## src/rtl/bus_dest_regbank.sv

```systemverilog
// Destination side of the 32-bit datapath bus.
// Captures bus_in into the register named by dst_sel (same code map as the
// bus source select). It also carries the PC incrementer, the 64-bit Z load
// path, the input-port strobe, and a sticky flag for illegal bus writes.
module bus_dest_regbank #(
  parameter logic [31:0] RESET_PC = 32'h0000_0000,
  parameter logic [31:0] PC_STEP  = 32'd1,
  parameter int          CNT_W    = 16
) (
  input  logic             clock,
  input  logic             clear,
  input  logic [31:0]      bus_in,
  input  logic [4:0]       dst_sel,
  input  logic             load,
  input  logic [63:0]      z_in,
  input  logic             zin,
  input  logic             pc_inc,
  input  logic [31:0]      in_data,
  input  logic             in_strobe,
  input  logic             ba_out,
  input  logic             err_clr,
  output logic [31:0]      r0,
  output logic [31:0]      r1,
  output logic [31:0]      r2,
  output logic [31:0]      r3,
  output logic [31:0]      r4,
  output logic [31:0]      r5,
  output logic [31:0]      r6,
  output logic [31:0]      r7,
  output logic [31:0]      r8,
  output logic [31:0]      r9,
  output logic [31:0]      r10,
  output logic [31:0]      r11,
  output logic [31:0]      r12,
  output logic [31:0]      r13,
  output logic [31:0]      r14,
  output logic [31:0]      r15,
  output logic [31:0]      hi,
  output logic [31:0]      lo,
  output logic [31:0]      zhi,
  output logic [31:0]      zlo,
  output logic [31:0]      pc,
  output logic [31:0]      mdr,
  output logic [31:0]      outport,
  output logic [31:0]      inport,
  output logic [31:0]      yreg,
  output logic [31:0]      creg,
  output logic             wr_err,
  output logic [4:0]       last_dst,
  output logic [CNT_W-1:0] wr_count
);

  // Low nibble of the special-register codes (upper bit of dst_sel set).
  // ZHI, ZLO and INPORT have no bus write path and fall to the illegal arm.
  localparam logic [3:0] SP_HI      = 4'h0;
  localparam logic [3:0] SP_LO      = 4'h1;
  localparam logic [3:0] SP_PC      = 4'h4;
  localparam logic [3:0] SP_MDR     = 4'h5;
  localparam logic [3:0] SP_OUTPORT = 4'h6;
  localparam logic [3:0] SP_Y       = 4'h8;
  localparam logic [3:0] SP_C       = 4'h9;

  logic [31:0] gpr [16];
  logic [15:0] gpr_we;
  logic        hi_we, lo_we, pc_we, mdr_we, outport_we, y_we, c_we;
  logic        wr_legal, wr_illegal;

  // Decode a bus write into one-hot write enables and a legal/illegal class.
  always_comb begin
    gpr_we     = '0;
    hi_we      = 1'b0;
    lo_we      = 1'b0;
    pc_we      = 1'b0;
    mdr_we     = 1'b0;
    outport_we = 1'b0;
    y_we       = 1'b0;
    c_we       = 1'b0;
    wr_legal   = 1'b0;
    wr_illegal = 1'b0;
    if (load) begin
      if (!dst_sel[4]) begin
        gpr_we[dst_sel[3:0]] = 1'b1;
        wr_legal             = 1'b1;
      end else begin
        case (dst_sel[3:0])
          SP_HI:      begin hi_we      = 1'b1; wr_legal = 1'b1; end
          SP_LO:      begin lo_we      = 1'b1; wr_legal = 1'b1; end
          SP_PC:      begin pc_we      = 1'b1; wr_legal = 1'b1; end
          SP_MDR:     begin mdr_we     = 1'b1; wr_legal = 1'b1; end
          SP_OUTPORT: begin outport_we = 1'b1; wr_legal = 1'b1; end
          SP_Y:       begin y_we       = 1'b1; wr_legal = 1'b1; end
          SP_C:       begin c_we       = 1'b1; wr_legal = 1'b1; end
          default:    wr_illegal = 1'b1;
        endcase
      end
    end
  end

  // General-purpose registers R0-R15, written only from the bus.
  always_ff @(posedge clock) begin
    for (int i = 0; i < 16; i++) begin
      if (clear) begin
        gpr[i] <= '0;
      end else if (gpr_we[i]) begin
        gpr[i] <= bus_in;
      end
    end
  end

  // Bus-written special registers: HI, LO, MDR, OUTPORT, Y, C.
  always_ff @(posedge clock) begin
    if (clear) begin
      hi      <= '0;
      lo      <= '0;
      mdr     <= '0;
      outport <= '0;
      yreg    <= '0;
      creg    <= '0;
    end else begin
      if (hi_we)      hi      <= bus_in;
      if (lo_we)      lo      <= bus_in;
      if (mdr_we)     mdr     <= bus_in;
      if (outport_we) outport <= bus_in;
      if (y_we)       yreg    <= bus_in;
      if (c_we)       creg    <= bus_in;
    end
  end

  // PC: a bus load takes priority over the increment in the same edge.
  always_ff @(posedge clock) begin
    if (clear) begin
      pc <= RESET_PC;
    end else if (pc_we) begin
      pc <= bus_in;
    end else if (pc_inc) begin
      pc <= pc + PC_STEP;
    end
  end

  // Z halves and the input port are loaded only from their dedicated paths.
  always_ff @(posedge clock) begin
    if (clear) begin
      zhi    <= '0;
      zlo    <= '0;
      inport <= '0;
    end else begin
      if (zin) begin
        zhi <= z_in[63:32];
        zlo <= z_in[31:0];
      end
      if (in_strobe) inport <= in_data;
    end
  end

  // Write bookkeeping: sticky error (set beats clear), last code, wrap counter.
  always_ff @(posedge clock) begin
    if (clear) begin
      wr_err   <= 1'b0;
      last_dst <= '0;
      wr_count <= '0;
    end else begin
      if (wr_illegal) begin
        wr_err <= 1'b1;
      end else if (err_clr) begin
        wr_err <= 1'b0;
      end
      if (wr_legal) begin
        last_dst <= dst_sel;
        wr_count <= wr_count + CNT_W'(1);
      end
    end
  end

  // R0 reads as zero in base-address mode; the stored value is untouched.
  assign r0  = ba_out ? 32'h0 : gpr[0];
  assign r1  = gpr[1];
  assign r2  = gpr[2];
  assign r3  = gpr[3];
  assign r4  = gpr[4];
  assign r5  = gpr[5];
  assign r6  = gpr[6];
  assign r7  = gpr[7];
  assign r8  = gpr[8];
  assign r9  = gpr[9];
  assign r10 = gpr[10];
  assign r11 = gpr[11];
  assign r12 = gpr[12];
  assign r13 = gpr[13];
  assign r14 = gpr[14];
  assign r15 = gpr[15];

endmodule

```

## config.mk

```make
export PLATFORM = sky130hd
export DESIGN_NAME = bus_dest_regbank
export DESIGN_NICKNAME = d
export VERILOG_FILES = /design/src/rtl/bus_dest_regbank.sv
export SDC_FILE = /design/constraint.sdc
export NUM_CORES = 1
export LEC_CHECK = 0
export CELL_PAD_IN_SITES_DETAIL_PLACEMENT = 2
export CELL_PAD_IN_SITES_GLOBAL_PLACEMENT = 2
export CORE_AREA = 2 2 387 389
export CTS_BUF_LIST = sky130_fd_sc_hd__clkbuf_8
export DETAILED_ROUTE_END_ITERATION = 7
export DIE_AREA = 0 0 389 391
export MAX_ROUTING_LAYER = met4
export PLACE_DENSITY = 0.7
export SYNTH_ARGS = -nofsm -noshare
export SYNTH_HDL_FRONTEND = slang
export SYNTH_SLANG_ARGS = --single-unit
```

## constraint.sdc

```tcl
create_clock -name clock -period 4.3 [get_ports clock]
set_input_delay 1.29 -clock clock [delete_from_list [all_inputs] [get_ports clock]]
set_output_delay 1.29 -clock clock [all_outputs]
set_load 0.01 [all_outputs]
```

==> results.toml <==
[route]
wl_per_cell_um = 27.4
wirelength_met1_mm = 61.4
wirelength_mm = 159
drc_errors = 0
met3_length_mm = 14.0
topRoutingLayerUsed = "met4"
dr.pass1.iters = 4
via_per_inst = 4.36
route.vias.total = 25300
drt_iter0_drc = 1032
wl_met2_mm = 78.7
antenna_left = 0

[logic_synthesis]
synth_xor_area_frac = 0.0116
synthFlopType = "edfxtp_1"
ys_seq_area_frac = 0.656
synth_fa_ha_area_frac = 0.000739
async_reset_ff_frac = 0
ys_types = 49
syn_nets = 3071
synth_cells = 2928
syn_area_um2 = 33900
synth-simple-area-share = 0.181
synth_compound_area_frac = 0.0443
synth-edff-count = 512
ys_ff_latch = 854
synth_area_per_cell_um2 = 11.6
synthMuxAreaShare = 0.0302
synth_top_family_by_area = "simple AND/OR/NAND/NOR gates"
synth_warnings = 0

[worst_setup_path]
rr_endpoint = "pc[28]"
rr_worst_depth = 5
worstPathArrival_ns = 2.85
rrSetupSlack_ns = 2.11
required_ns = 3.01
startpoint_type = "input port"
reg2reg_from = "pc[17]"
path_max_fanout = 21
critical_path_class = "in -> out"
critPathCaptureType = "output port"

[floorplanning]
die_w_um = 389
placeableCoreArea_um2 = 149000
die_y_um = 391
dieArea_um2 = 152000
num_rows = 142
num_io_pins = 995
initial_core_util = 0.228

[placement]
gp_congestion = 0.789
hpwlAfterDp_mm = 111
numPortBuffers = 994

[clock_tree]
root_buffer = "clkbuf_8"
clockBufferDepth = 3
postCtsSetupBuffers = 0
cts.sinks = 854
cts_hold_buf = 0
clkTransAtPathRegs_ns = 0.06
cts_resized = 0
htreeDepth = 4
cts_tree = "built"
clk_latency_ns = 0.84
cts_made_buffers = 160

[grt]
grt_pass1_wl_mm = 218
overflow = 0
grt_usage = 0.210
antenna_found_initial = 24
grt_pass1_vias = 27700
grt_max_degree = 168

[hold_path]
holdPathEnd = "creg[6]"
min-delay-start = "creg[6]"
hold_path.class = "reg -> reg"
holdPathStages = 2

[run_status]
outcome = "finished, final reports clean"

[sta]
layout_min_cycle_time_ns = 4.14
drv_slew = 0
post-route-period-util = 0.963
worst_clock_skew_ns = 0.0294
hold_violations = 0
fmaxAchievable_mhz = 241
rsz0062_at_grt = "no"
setup_violations = 0
finalSetupTns_ns = 0
worstMarginPinSlew_ns = 1.19
fin_hold_ws_ns = 0.452
max-slew-margin-rel = 0.205

[finish]
drive_gt1_frac = 0.0959
final_common_cell = "clkdlybuf4s50_1"
syn2layout_area_growth_pct = 41.6
nNetsFinal = 3865
final_cell_mix = "clkdlybuf4s50_1 (964), and2_1 (512), edfxtp_1 (512)"

[power]
report.power.total_mw = 18.9
max-vdd-ir-drop_v = 0.000303
p_leak_nw = 17.1
power.density_nw_per_um2 = 395

[run]
cap_viol_max_count = 0
[per-layer routing]
layer	global-route usage	up-vias
met4	0.0718	0
met2	0.353	946
met5	-	-
met3	0.0746	248
met1	0.231	13000
li1	-	11200
[how the worst max path moves through the flow]
stage          cells after the start        from  slack (ns)          end
3_5_place_dp                       5      ba_out        0.13       r0[26]
4_1_cts                            5      ba_out        0.13       r0[26]
5_1_grt                            5      ba_out        0.08       r0[24]
2_1_floorplan                      4  dst_sel[4]        0.38  gpr[1][160]
6_report                           5      ba_out        0.16       r0[26]
3_3_place_gp                       5      ba_out        0.21       r0[23]
[report_power, final]
group          switching [mW]  total (mW)  internal [mW]
Combinational            1.06        1.90          0.841
Clock                    3.84        7.88           4.04
Sequential              0.146        9.16           9.01
Total                    5.05        18.9           13.9
[stage by stage]
step / cells / area [um^2] / utilization / setup WS (ns)
final: 5816 / 47900 / 0.323 / 0.158
after global routing: 5809 / 47900 / 0.323 / 0.0813
after CTS: 5803 / 47900 / 0.323 / 0.131
after detailed placement: 5504 / 44800 / 0.301 / 0.131
after global placement: 5504 / 44800 / 0.301 / 0.206
after floorplan: 2928 / 33900 / - / 0.377
[flip-flops by register name, indices dropped and copies added, names as in the netlist, 5 cells and up]
name / flops
outport: 32
zhi: 32
inport: 32
hi: 32
gpr: 512
zlo: 32
creg: 32
wr_count: 16
pc: 32
lo: 32
last_dst: 5
yreg: 32
mdr: 32
[cells in the mapped netlist, types with 2 or more instances]
| master | n | area [um^2] |
|---|---|---|
| inv_1 | 8 | 30.0 |
| a41o_1 | 3 | 30.0 |
| edfxtp_1 | 512 | 15400 |
| and4_1 | 5 | 43.8 |
| a211oi_1 | 33 | 248 |
| o211ai_1 | 2 | 15.0 |
| buf_2 | 8 | 40.0 |
| nor2_1 | 170 | 638 |
| xnor2_1 | 27 | 236 |
| or2_1 | 3 | 18.8 |
| mux2i_1 | 102 | 1020 |
| o22ai_1 | 4 | 25.0 |
| nand2b_1 | 3 | 18.8 |
| o21bai_1 | 4 | 30.0 |
| nand3_1 | 22 | 110 |
| nand4_1 | 14 | 87.6 |
| a211oi_2 | 3 | 37.5 |
| clkbuf_1 | 200 | 751 |
| a21o_1 | 9 | 67.6 |
| and3_1 | 6 | 37.5 |
| a21oi_1 | 199 | 996 |
| and3b_1 | 4 | 35.0 |
| nor3_1 | 14 | 70.1 |
| nand2_1 | 401 | 1510 |
| or3_1 | 5 | 31.3 |
| buf_4 | 224 | 1680 |
| buf_1 | 12 | 45.0 |
| nor2b_1 | 37 | 231 |
| and2_1 | 512 | 3200 |
| xor2_1 | 18 | 158 |
| ha_1 | 2 | 25.0 |
| nor4_1 | 4 | 25.0 |
| dfxtp_1 | 342 | 6850 |
[worst max-delay path: stages]
cell	delay [ns]
clkdlybuf4s50_1	0.41
buf_4	0.19
buf_4	0.22
nor2b_1	0.17
clkdlybuf4s50_1	0.57
[cell families after synthesis]
group / after synthesis
AND/OR/NAND/NOR: 1207
flip-flops: 854
buffers and inverters: 454
AO/OA/AOI/OAI: 264
multiplexers: 102
XOR/XNOR: 45
adder cells (fa/ha/maj): 2
[layout make-up]
class | count | area (um^2)
timing repair buffer | 1077 | 10800
multi-input combinational | 1620 | 9270
clock inverter | 122 | 728
tap | 1944 | 2430
fill | 15900 | 101000
antenna | 13 | 32.5
sequential | 854 | 22200
clock buffer | 177 | 2440
inverter | 9 | 33.8
Power figures use the tool's default switching activity.
